[config.mk]
export PLATFORM = sky130hd
export DESIGN_NAME = if_fetch_queue
export DESIGN_NICKNAME = d
export VERILOG_FILES = /design/src/rtl/if_fetch_queue.sv
export SDC_FILE = /design/constraint.sdc
export NUM_CORES = 1
export LEC_CHECK = 0
export BUFFER_PORTS_ARGS = -buffer_cell sky130_fd_sc_hd__buf_2
export CORE_MARGIN = 1.5
export CORE_UTILIZATION = 60
export CTS_CLUSTER_DIAMETER = 200
export DETAILED_ROUTE_END_ITERATION = 7
export PLACE_DENSITY = 0.83
export SYNTH_ARGS = -nofsm -noshare
export SYNTH_HDL_FRONTEND = slang
export SYNTH_SLANG_ARGS = --single-unit
export TNS_END_PERCENT = 30
[constraint.sdc]
create_clock -name clk -period 7.3 [get_ports clk]
set_input_delay 1.095 -clock clk [delete_from_list [all_inputs] [get_ports clk]]
set_output_delay 1.095 -clock clk [all_outputs]
set_load 0.1 [all_outputs]
[src/rtl/if_fetch_queue.sv]
// Instruction fetch queue: DEPTH-entry circular buffer of {PC, instr, exception} between ibus and IF/ID.
// Optional macro IFQ_BYPASS_EN: an empty queue forwards the incoming packet combinationally.
module if_fetch_queue #(
  parameter int DEPTH     = 4,
  parameter int PC_W      = 32,
  parameter int INSTR_W   = 32,
  parameter int EXC_W     = 19,
  parameter int AFULL_LVL = DEPTH - 1
) (
  input  logic                     clk,
  input  logic                     rst,
  input  logic                     flush,
  input  logic                     in_valid,
  output logic                     in_ready,
  input  logic [PC_W-1:0]          in_pc,
  input  logic [INSTR_W-1:0]       in_instr,
  input  logic [1:0]               in_tlb_except,
  output logic                     out_valid,
  input  logic                     out_ready,
  output logic [PC_W-1:0]          out_pc,
  output logic [INSTR_W-1:0]       out_instr,
  output logic [EXC_W-1:0]         out_except,
  output logic [$clog2(DEPTH):0]   count,
  output logic                     almost_full
);
  // Handshake: a transfer happens on an edge where valid && ready are both high and flush is low.

  localparam int PTR_W = $clog2(DEPTH);
  localparam int CNT_W = PTR_W + 1;

  logic [PC_W-1:0]    pc_mem_q    [DEPTH];
  logic [INSTR_W-1:0] instr_mem_q [DEPTH];
  logic [EXC_W-1:0]   exc_mem_q   [DEPTH];

  logic [PTR_W-1:0] rd_ptr_q, rd_ptr_d;
  logic [PTR_W-1:0] wr_ptr_q, wr_ptr_d;
  logic [CNT_W-1:0] count_q, count_d;

  logic [EXC_W-1:0]   in_exc;
  logic [INSTR_W-1:0] in_instr_eff;
  logic               empty;
  logic               bypass_act;
  logic               push;
  logic               pop;

  // Exception vector is decoded once at enqueue; excepting packets carry a NOP.
  always_comb begin
    in_exc = '0;
    case (in_tlb_except)
      2'b01:   in_exc[8] = 1'b1;
      2'b10:   in_exc[7] = 1'b1;
      default: ;
    endcase
    in_instr_eff = (in_exc != '0) ? '0 : in_instr;
  end

  assign empty    = (count_q == '0);
  assign in_ready = (count_q < CNT_W'(DEPTH));

`ifdef IFQ_BYPASS_EN
  assign bypass_act = empty && in_valid && !flush;
`else
  assign bypass_act = 1'b0;
`endif

  // A bypassed packet taken by decode the same cycle never touches storage.
  assign push = in_valid && in_ready && !flush && !(bypass_act && out_ready);
  assign pop  = !empty && out_ready && !flush;

  always_comb begin
    rd_ptr_d = rd_ptr_q;
    wr_ptr_d = wr_ptr_q;
    count_d  = count_q;
    if (flush) begin
      rd_ptr_d = '0;
      wr_ptr_d = '0;
      count_d  = '0;
    end else begin
      if (push) wr_ptr_d = wr_ptr_q + PTR_W'(1);
      if (pop)  rd_ptr_d = rd_ptr_q + PTR_W'(1);
      case ({push, pop})
        2'b10:   count_d = count_q + CNT_W'(1);
        2'b01:   count_d = count_q - CNT_W'(1);
        default: count_d = count_q;
      endcase
    end
  end

  always_ff @(posedge clk) begin
    if (rst) begin
      rd_ptr_q <= '0;
      wr_ptr_q <= '0;
      count_q  <= '0;
    end else begin
      rd_ptr_q <= rd_ptr_d;
      wr_ptr_q <= wr_ptr_d;
      count_q  <= count_d;
    end
  end

  always_ff @(posedge clk) begin
    if (push) begin
      pc_mem_q[wr_ptr_q]    <= in_pc;
      instr_mem_q[wr_ptr_q] <= in_instr_eff;
      exc_mem_q[wr_ptr_q]   <= in_exc;
    end
  end

  always_comb begin
    out_pc     = '0;
    out_instr  = '0;
    out_except = '0;
    if (bypass_act) begin
      out_pc     = in_pc;
      out_instr  = in_instr_eff;
      out_except = in_exc;
    end else if (!empty) begin
      out_pc     = pc_mem_q[rd_ptr_q];
      out_instr  = instr_mem_q[rd_ptr_q];
      out_except = exc_mem_q[rd_ptr_q];
    end
  end

  assign out_valid   = !empty || bypass_act;
  assign count       = count_q;
  assign almost_full = (count_q >= CNT_W'(AFULL_LVL));

endmodule

# Word-level counts from Yosys, hierarchy flattened
# Memories as Yosys holds them, arrays and structs flattened. A register that Yosys moved wholly into a read port is not among the register bits.
# Index checks and enable logic that the tools add are counted.
# word_totals
word_cells	41
romBits	0
ramBits	264
regBits	7
n_memories	3
latch_bits	0
in_bits	71
output_inout_bits	89
# op_classes
n_shift	0
n_eq_ne	4
reduce_logical	10
mul	0
mux	15
bitwise	0
addsub	4
div_mod_pow	0
magnitude_cmp	2
# memory_table
name	depth	width	read_ports	rd_clocked_by_memory_dff	wr	line	text
instr_mem_q	4	32	1	1	1	32	logic [INSTR_W-1:0] instr_mem_q [DEPTH];
pc_mem_q	4	32	1	1	1	31	logic [PC_W-1:0] pc_mem_q [DEPTH];
exc_mem_q	4	2	1	1	1	33	logic [EXC_W-1:0] exc_mem_q [DEPTH];
# ops
cell	count
two-way mux 32 bit	3
two-way mux 19 bit	1
two-way mux 2 bit	6
one-hot mux 3 bit (2 select lines)	1
adder 2 x 1 -> 2 bit (second input constant)	2
== test 2 x 1 -> 1 bit (second input constant)	2
== test 2 bit (second input constant)	2
logical AND 1 bit	4
two-way mux 1 bit	4
nonzero test 2 bit	2
adder 3 x 1 -> 3 bit (second input constant)	1
>= comparator 3 x 2 -> 1 bit (second input constant)	1
logical NOT 3 bit	1
< comparator 3 bit (second input constant)	1
subtractor 3 x 1 -> 3 bit (second input constant)	1
logical NOT 1 bit	2
OR reduction 2 bit	1

# Depth between registers and ports, before layout
# Gate-level depths: netlist of the first run.
# logic_depth
ltp_word	6
ltp_mapped	8
mapped_depth_nobuf	8

# Least setup slack after synthesis of the first run
# OpenSTA, ideal clock, no wires.
# synth_path
kind	register to output
from	register count_q[2] (netlist: count[2])
to	output out_pc[22]
path_stages_with_launch	5
n_path_buf	1
arrival_ns	3.954
setup_slack_ns	2.251
t_required_ns	6.205
cell_sequence	dfxtp_1 inv_1 nand3_1 clkbuf_1 and2_1
# synth_between
elab_chain_len	2
# synth_lines
element	line	text
start, declared	37	logic [CNT_W-1:0] count_q, count_d;
start signal, assigned	97	count_q <= count_d;
logical NOT 3 bit	57	assign empty = (count_q == '0);
two-way mux 32 bit	117	end else if (!empty) begin
end, declared	20	output logic [PC_W-1:0] out_pc,
# No other way between the ends.

==> results.ini, run 1 <==
[status]
status=complete, no violations

[grt]
antenna_found_initial=2
grt_pass1_vias=5449
grt_util_all_layers=0.211
grt_pass1_wl_um=29600
grt_max_degree=68
grt_overflow=0

[sta]
relSlewSlack=0.272
finalSetupTns_ns=0
slew_viol_final=0
hold_viol=0
fin_ws_ns=3.16
setup_viol=0
period_needed_ns=4.14
whs_ns=0.571
finalCritPeriodShare=0.568
skew_ns=0.00596
fmax_mhz=241
tightest_slew_ns=1.09
rsz0062_at_grt=no

[finish]
fillerInstances=1072
finalNonFillerCells=918
multiInputGateArea_um2=2460
regArea_um2=8120
final_layout_size_suffix_gt1_frac=0.372
fin_nets=752
areaGrowthSynthToFinish_pct=15.0

[run]
max-cap-violations=0

[place]
dpl.cell_count=869
globalplace.congestion=0.716
place_ws_ns=3.57
portBuffers=142
hpwl_um=10600

[drt]
routed_wl_um=19300
dr.pass1.iters=4
wl_per_cell_um=21.1
drtIter0Drc=360
ant_nets=0
num_vias=5199
drc=0
via_per_inst=5.66

[pwr]
p_leak_nw=4.36
p_int_mw=2.52
power_mw=3.27
power.switching_mw=0.748
p_comb_frac=0.079
sw_frac_of_total=0.229
vdd_drop_max_mv=0.231
seqPwrFrac=0.537
powerDensity_nw_per_um2=263
pwr-share-clk=0.383

[logic_synthesis]
synthMuxAreaShare=0.139
ys_ff_latch=273
synth-async-reset-ratio=0
syn_area_um2=10800
synth-compound-area-share=0.00336
synth_common_cells=edfxtp_1 (264), and2_1 (102), mux4_2 (66)
synth_edf_count=264
synthAdderAreaFrac=0.00996
synth.most_common_cell=edfxtp_1
synth_top_cell_area_share=0.734
synthFlopType=edfxtp_1
synth_seq_area_share=0.751
synth_top_family_by_area=multiplexers
synth_cell_types=24
synthSimpleGateAreaFrac=0.0650
synth_xor_area_frac=0.00406
syn_area_per_cell_um2=20.5
yosysWarnings=0
yosys.area.top_type=edfxtp_1
syn_inst=526
synthTopCellsByArea=edfxtp_1 (73%), mux4_2 (14%), and2_1 (5.9%)

[die]
design.core.area_um2=17400
die_h_um=137
io_pins=160
rows=48
initial_core_util=0.620
fp.dieArea_um2=18800
die_w_um=137

[clocking]
clock_sinks=273
insertion_delay_ns=0.52
cts_root_buf=clkbuf_16
post-cts-setup-buffers=0
clk_pin_slew_ns=0.06
htree_num_levels=1
cts_made_buffers=27
cts_tree=done
clock_path_buffers=3
post_cts_resized=0
cts_hold_buf=0

[critical_path]
critical_path_arrival_ns=3.05
critPathMaxStageDelay_ns=0.75
path_buf_inv=2
crit_family=buffers and inverters
path_cells=buf_4 -> mux4_2 -> and2_1 -> buf_2
cp-end-kind=primary output
worstPathMaxFanout=41
crit_type=reg2out
startpoint_type=flop
cp.required_ns=6.20
crit_slowest_cell=buf_4

[min_path]
hold_class=reg2reg

==> cell type report <==
class | count | area share
clock buffer | 34 | 0.0565
tap | 225 | 0.0227
timing repair buffer | 144 | 0.0584
sequential | 273 | 0.653
antenna | 2 | 0.000403
multi-input combinational | 218 | 0.198
inverter | 9 | 0.00272
clock inverter | 13 | 0.00765
==> state kept, by name, summed over array words and instances, names as in the netlist, named ones only <==
name and flops:
instr_mem_q 128, rd_ptr_q 2, exc_mem_q 8, pc_mem_q 128, count 3, wr_ptr_q 2
==> worst paths after layout <==
| check | start | end | slack (ns) | cells past startpoint |
|---|---|---|---|---|
| max | flop | out_instr[21] | 3.16 | 4 |
| min | rd_ptr_q[0]$_SDFFE_PP0P_ | flop | 0.57 | 2 |
| max reg2reg | count[2]$_SDFFE_PP0P_ | pc_mem_q[3][9]$_DFFE_PP_ | 4.97 | 2 |
| min reg2reg | rd_ptr_q[0]$_SDFFE_PP0P_ | flop | 0.57 | 2 |
==> cell families (layout without fill, tap and decap cells) <==
logic type | Yosys count | count (layout)
flip-flops | 273 | 273
buffers and inverters | 51 | 200
XOR/XNOR | 5 | 5
AO/OA/AOI/OAI | 6 | 6
AND/OR/NAND/NOR | 115 | 115
multiplexers | 67 | 67
adder cells (fa/ha/maj) | 8 | 8
other | 1 | 19
==> cells in the final DEF (no fill, tap or decap), types with 2 or more instances in the layout <==
cell type | synthesis | layout
clkinvlp_4 | 0 | 3
ha_1 | 7 | 7
a21oi_1 | 2 | 2
and2_1 | 102 | 98
clkinv_2 | 0 | 7
buf_4 | 17 | 2
o21ai_0 | 2 | 2
dfxtp_1 | 9 | 7
clkbuf_16 | 0 | 27
inv_1 | 9 | 9
buf_2 | 7 | 142
mux4_2 | 66 | 66
and2_4 | 0 | 4
dfxtp_4 | 0 | 2
clkbuf_1 | 13 | 7
diode_2 | 0 | 2
clkinv_1 | 0 | 2
xor2_1 | 4 | 4
edfxtp_1 | 264 | 264
nor2_1 | 9 | 9
conb_1 | 1 | 17
==> per-stage QoR <==
step	utilization	cell area [um2]
2_1_floorplan	-	10900
3_3_place_gp	0.667	11600
3_5_place_dp	0.667	11600
4_1_cts	0.713	12400
5_1_grt	0.713	12400
6_report	0.713	12400
==> power groups by stage <==
stage	registers (mW)	clock network, mW	logic, mW
after global routing	1.76	1.33	0.275
after detailed placement	1.79	0	0.261
final	1.76	1.25	0.260
after floorplan	1.79	0	0.206
after CTS	1.76	1.28	0.262
after global placement	1.79	0	0.254
==> worst register-to-register path: cells and delay by family (launching register included) <==
family           cells  cell delay (ns)
AND/OR/NAND/NOR      2             1.44
flip-flops           1             0.37
==> metal layers <==
layer | global-route usage | routed length, um | up-vias
met5 | 0 | 0 | -
met4 | 0.0456 | 356 | 0
met3 | 0.0441 | 1450 | 27
met2 | 0.351 | 9680 | 192
met1 | 0.295 | 7840 | 2666
li1 | - | - | 2314
Power figures use the tool's default switching activity.
==> inputs of run 2 (changes only) <==
--- a/config.mk
+++ b/config.mk
@@ -7,10 +7,10 @@
 export LEC_CHECK = 0
 export BUFFER_PORTS_ARGS = -buffer_cell sky130_fd_sc_hd__buf_2
 export CORE_MARGIN = 1.5
-export CORE_UTILIZATION = 60
+export CORE_UTILIZATION = 57
 export CTS_CLUSTER_DIAMETER = 200
 export DETAILED_ROUTE_END_ITERATION = 7
-export PLACE_DENSITY = 0.83
+export PLACE_DENSITY = 0.8
 export SYNTH_ARGS = -nofsm -noshare
 export SYNTH_HDL_FRONTEND = slang
 export SYNTH_SLANG_ARGS = --single-unit
==> constraint.sdc (replaced) <==
create_clock -name clk -period 4.2 [get_ports clk]
set_input_delay 0.63 -clock clk [delete_from_list [all_inputs] [get_ports clk]]
set_output_delay 0.63 -clock clk [all_outputs]
set_load 0.1 [all_outputs]
==> run 2 against run 1 <==
Compared with the run above: via count is 0.19% lower; flip-flop and latch count stayed put; setup slack worse by 2.4 ns; clock skew is 0.011 ns higher; routed wire length is 0.77% lower; cell count is 0.98% higher; clock power is 81% higher; first-iteration DRC count is 18% higher; count of clock-buffer cells in the layout is 1 lower; non-clock buffer count is 1 higher; register-to-register slack worse by 3.0 ns.
==> results.ini, run 2 (same netlist as run 1, synthesis figures left out) <==
[finish]
fillerInstances=1224  ; was 1072
final_cell_area_um2=12500  ; was 12400 um2
final_layout_size_suffix_gt1_frac=0.372  ; about the same
mostFrequentLayoutCell=edfxtp_1  ; unchanged
antenna_cells=0  ; was 2
reg_top3=instr_mem_q (128), pc_mem_q (128), exc_mem_q (8)  ; unchanged
finalNonFillerCells=927  ; was 918
fin_nets=752  ; unchanged
areaGrowthSynthToFinish_pct=15.7  ; was 15.0%
layout_common_cells=edfxtp_1 (264), buf_2 (142), and2_1 (98)  ; unchanged
final_core_util=0.670  ; was 0.713

[drt]
drtIter0Drc=426  ; was 360
via_per_inst=5.60  ; was 5.66
wl_per_cell_um=20.7  ; was 21.1 um
drc=0  ; unchanged
num_vias=5189  ; was 5199
dr.pass1.iters=4  ; unchanged
routed_wl_um=19200  ; was 19300 um
ant_nets=0  ; unchanged

[sta]
setup_viol=0  ; unchanged
period_needed_ns=3.44
hold_viol=0  ; unchanged
skew_ns=0.0172  ; was 0.00596 ns
fin_ws_ns=0.759  ; was 3.16 ns
slew_viol_final=0  ; unchanged
tightest_slew_ns=1.10  ; was 1.09 ns
finalSetupTns_ns=0  ; unchanged
rsz0062_at_grt=no  ; unchanged
whs_ns=0.329  ; was 0.571 ns
fmax_mhz=291
finalCritPeriodShare=0.819
relSlewSlack=0.266  ; was 0.272

[clocking]
cts_hold_buf=0  ; unchanged
clk_pin_slew_ns=0.06  ; about the same
post-cts-setup-buffers=0  ; unchanged
cts_made_buffers=26  ; was 27
htree_num_levels=1  ; unchanged
clock_sinks=273  ; unchanged
insertion_delay_ns=0.51  ; was 0.52 ns
post_cts_resized=0  ; unchanged
cts_tree=done  ; unchanged
cts_root_buf=clkbuf_16  ; unchanged
clock_path_buffers=3  ; unchanged

[pwr]
vdd_drop_max_mv=0.273  ; was 0.231 mV
p_leak_nw=4.40  ; was 4.36 nW
power.switching_mw=1.28  ; was 0.748 mW
p_comb_frac=0.079  ; about the same
pwr-share-clk=0.392  ; was 0.383
seqPwrFrac=0.529  ; was 0.537
sw_frac_of_total=0.222  ; was 0.229
powerDensity_nw_per_um2=462  ; was 263 nW/um2
p_int_mw=4.49  ; was 2.52 mW
power_mw=5.77  ; was 3.27 mW

[critical_path]
cp-end-kind=primary output  ; unchanged
crit_type=reg2out  ; unchanged
cp.required_ns=3.57  ; was 6.20 ns
crit_slowest_cell=nand3_2  ; was buf_4
critical_path_arrival_ns=2.81  ; was 3.05 ns
critPathMaxStageDelay_ns=0.83  ; was 0.75 ns
startpoint_type=flop  ; unchanged
worstPathMaxFanout=51  ; was 41
path_cells=inv_1 -> nand3_2 -> buf_4 -> and2_1 -> buf_2  ; was buf_4 -> mux4_2 -> and2_1 -> buf_2
path_buf_inv=3  ; was 2
crit_family=simple AND/OR/NAND/NOR gates  ; was buffers and inverters

[place]
globalplace.congestion=0.791  ; was 0.716
hpwl_um=10800  ; was 10600 um
dpl.cell_count=879  ; was 869
dpl_cell_area_um2=11700  ; was 11600 um2
place_ws_ns=1.27  ; was 3.57 ns
portBuffers=142  ; unchanged

[grt]
grt_util_all_layers=0.198  ; was 0.211
grt_pass1_wl_um=30000  ; was 29600 um
grt_max_degree=67  ; was 68
grt_pass1_vias=5533  ; was 5449
grt_overflow=0  ; unchanged
antenna_found_initial=0  ; was 2

[die]
design.core.area_um2=18600  ; was 17400 um2
die_h_um=141  ; was 137 um
die_w_um=141  ; was 137 um
initial_core_util=0.579  ; was 0.620
io_pins=160  ; unchanged
rows=50  ; was 48
fp.dieArea_um2=19800  ; was 18800 um2

[run]
max-cap-violations=0  ; unchanged

[status]
status=complete, no violations  ; unchanged

[min_path]
hold_class=in2reg  ; was reg2reg

==> run 2: power by group through the flow <==
stage          combinational [mW]  clock [mW]  sequential, mW
5_1_grt                     0.478        2.42            3.06
6_report                    0.454        2.26            3.05
2_1_floorplan               0.359           0            3.11
3_3_place_gp                0.444           0            3.11
4_1_cts                     0.457        2.32            3.06
3_5_place_dp                0.456           0            3.11
==> run 2: area by class of cell <==
type / instances / area, um2 / area share
repair buffers: 145 / 746 / 0.0597
inverters: 9 / 33.8 / 0.00270
multi-input cells: 218 / 2460 / 0.197
flip-flops and latches: 273 / 8120 / 0.649
clock buffers: 33 / 728 / 0.0583
clock inverters: 15 / 116 / 0.00931
well taps: 234 / 293 / 0.0234
==> run 2: final timing paths <==
path,from,end,slack [ns],cells past startpoint
worst min-delay path,in_pc[9],pc_mem_q[1][9]$_DFFE_PP_,0.33,1
worst min register to register,rd_ptr_q[0]$_SDFFE_PP0P_,flop,0.56,2
worst max register to register,count[2]$_SDFFE_PP0P_,pc_mem_q[3][20]$_DFFE_PP_,1.94,2
worst max-delay path,count[2]$_SDFFE_PP0P_,out_pc[8],0.76,5
==> run 2: layer usage <==
layer	wire length, um	share of wire	track usage
met5	0	0	0
met4	260	0.014	0.0411
met3	1030	0.054	0.0333
met2	9600	0.50	0.338
met1	8300	0.43	0.275
==> inputs of run 3 (changes only) <==
==> constraint.sdc (replaced) <==
create_clock -name clk -period 3.17 [get_ports clk]
set_input_delay 0.4755 -clock clk [delete_from_list [all_inputs] [get_ports clk]]
set_output_delay 0.4755 -clock clk [all_outputs]
set_load 0.1 [all_outputs]
==> run 3 against run 2 <==
Compared with the run above: via count grew 1.1%; global-route usage rose by 0.48 points; hold slack worse by 0.16 ns; critical path type unchanged.
==> results.ini, run 3 (same netlist as run 1, synthesis figures left out) <==
[min_path]
hold_class=in2reg  ; unchanged

[critical_path]
timing.rr.end=count[2]$_SDFFE_PP0P_  ; was pc_mem_q[3][20]$_DFFE_PP_
worstPathMaxFanout=36  ; was 51
rrSetupSlack_ns=1.06  ; was 1.94 ns
endpoint=out_pc[24]  ; was out_pc[8]
ff2ff_path_depth=8  ; was 2
cp.required_ns=2.69  ; was 3.57 ns
critical_path_arrival_ns=2.37  ; was 2.81 ns
startpoint_type=flop  ; unchanged
crit_type=reg2out  ; unchanged
cp-end-kind=primary output  ; unchanged
r2r-start=count[2]$_SDFFE_PP0P_  ; unchanged

[sta]
hold_viol=0  ; unchanged
relSlewSlack=0.357  ; was 0.266
skew_ns=0.00971  ; was 0.0172 ns
finalCritPeriodShare=0.897
whs_ns=0.164  ; was 0.329 ns
setup_viol=0  ; unchanged
rsz0062_at_grt=no  ; unchanged
fmax_mhz=352
slew_viol_final=0  ; unchanged
period_needed_ns=2.84
tightest_slew_ns=0.965  ; was 1.10 ns

[pwr]
vdd_drop_max_mv=0.384  ; was 0.273 mV
seqPwrFrac=0.511  ; was 0.529
power.switching_mw=1.75  ; was 1.28 mW
p_leak_nw=4.55  ; was 4.40 nW
p_comb_frac=0.077  ; was 0.079
p_int_mw=6.17  ; was 4.49 mW
powerDensity_nw_per_um2=619  ; was 462 nW/um2
pwr-share-clk=0.411  ; was 0.392
power_mw=7.92  ; was 5.77 mW
sw_frac_of_total=0.221  ; was 0.222

[finish]
areaGrowthSynthToFinish_pct=18.5  ; was 15.7%
final_layout_size_suffix_gt1_frac=0.439  ; was 0.372
mostFrequentLayoutCell=edfxtp_1  ; unchanged
fin_nets=769  ; was 752
layout_common_cells=edfxtp_1 (264), buf_2 (142), mux4_2 (66)  ; was edfxtp_1 (264), buf_2 (142), and2_1 (98)
reg_top3=instr_mem_q (128), pc_mem_q (128), exc_mem_q (8)  ; unchanged
final_cell_area_um2=12800  ; was 12500 um2

[clocking]
post_cts_resized=0  ; unchanged
clk_pin_slew_ns=0.06  ; about the same
clock_sinks=273  ; unchanged
htree_num_levels=1  ; unchanged
clock_path_buffers=3  ; unchanged
cts_made_buffers=28  ; was 26
cts_tree=done  ; unchanged
post-cts-setup-buffers=0  ; unchanged
cts_root_buf=clkbuf_16  ; unchanged
cts_hold_buf=0  ; unchanged
insertion_delay_ns=0.52  ; was 0.51 ns

[die]
die_w_um=141  ; unchanged
initial_core_util=0.579  ; unchanged
fp.dieArea_um2=19800  ; unchanged
die_h_um=141  ; unchanged
design.core.area_um2=18600  ; unchanged
rows=50  ; unchanged
io_pins=160  ; unchanged

[drt]
num_vias=5247  ; was 5189
ant_nets=0  ; unchanged
wl_per_cell_um=20.5  ; was 20.7 um
dr.pass1.iters=4  ; unchanged
wl_met3_um=1200  ; was 1030 um
top_layer_used=met5  ; was met4
met2WireLength_um=9570  ; was 9600 um
drtIter0Drc=244  ; was 426
wl_met1_um=8330  ; was 8300 um
via_per_inst=5.54  ; was 5.60
drc=0  ; unchanged
routed_wl_um=19400  ; was 19200 um

[place]
globalplace.congestion=0.785  ; was 0.791
hpwl_um=11900  ; was 10800 um
dpl_cell_area_um2=11900  ; was 11700 um2
portBuffers=142  ; unchanged

[grt]
grt_pass1_wl_um=30800  ; was 30000 um
grt_pass1_vias=5707  ; was 5533
antenna_found_initial=3  ; was 0
grt_overflow=0  ; unchanged
grt_util_all_layers=0.203  ; was 0.198
grt_max_degree=68  ; was 67

[status]
status=complete, no violations  ; unchanged

[run]
max-cap-violations=0  ; unchanged

## run 3: through the flow
step / setup slack, ns / instances / TNS (ns) / util
detailed placement: 0.809 / 894 / 0 / 0.636
global route: 0.236 / 946 / 0 / 0.686
finish: 0.326 / 947 / 0 / 0.686
global placement: 0.858 / 894 / 0 / 0.636
CTS: 0.280 / 945 / 0 / 0.686
floorplan: -0.000352 / 542 / -0.00317 / -
## run 3: area by class of cell
class                   count  area [um2]
well taps                 234         293
fillers                  1204        5850
repair buffers            160         908
inverters                   9        33.8
flip-flops and latches    273        8120
diodes                      2        5.00
multi-input cells         218        2510
clock inverters            15         170
clock buffers              36         752
## run 3: power by group through the flow
| stage | logic, mW | registers, mW | clock network, mW |
|---|---|---|---|
| 3_3_place_gp | 0.602 | 4.12 | 0 |
| 4_1_cts | 0.618 | 4.05 | 3.32 |
| 3_5_place_dp | 0.616 | 4.12 | 0 |
| 6_report | 0.613 | 4.05 | 3.26 |
| 2_1_floorplan | 0.480 | 4.13 | 0 |
| 5_1_grt | 0.647 | 4.05 | 3.45 |
## run 3: critical path, stage by stage, from the launching register on
cell and delay [ns]:
dfxtp_4 0.72, buf_4 0.31, mux4_2 0.33, and2_2 0.20, buf_2 0.29
## run 3: layer usage
metal / vias to the layer above / global-route usage
li1: 2354 / -
met1: 2667 / 0.287
met2: 197 / 0.337
met3: 27 / 0.0343
met4: 2 / 0.0504
met5: - / 0
## run 3: worst min-delay path by stage
stage	cells past startpoint	start	endpoint	slack, ns
2_1_floorplan	2	rd_ptr_q[1]$_SDFFE_PP0P_	flop	0.48
3_3_place_gp	2	count[2]$_SDFFE_PP0P_	count[2]$_SDFFE_PP0P_	0.50
3_5_place_dp	2	count[2]$_SDFFE_PP0P_	count[2]$_SDFFE_PP0P_	0.52
4_1_cts	1	in_pc[2]	pc_mem_q[0][2]$_DFFE_PP_	0.14
5_1_grt	1	in_pc[28]	pc_mem_q[0][28]$_DFFE_PP_	0.15
6_report	1	in_pc[2]	pc_mem_q[0][2]$_DFFE_PP_	0.16
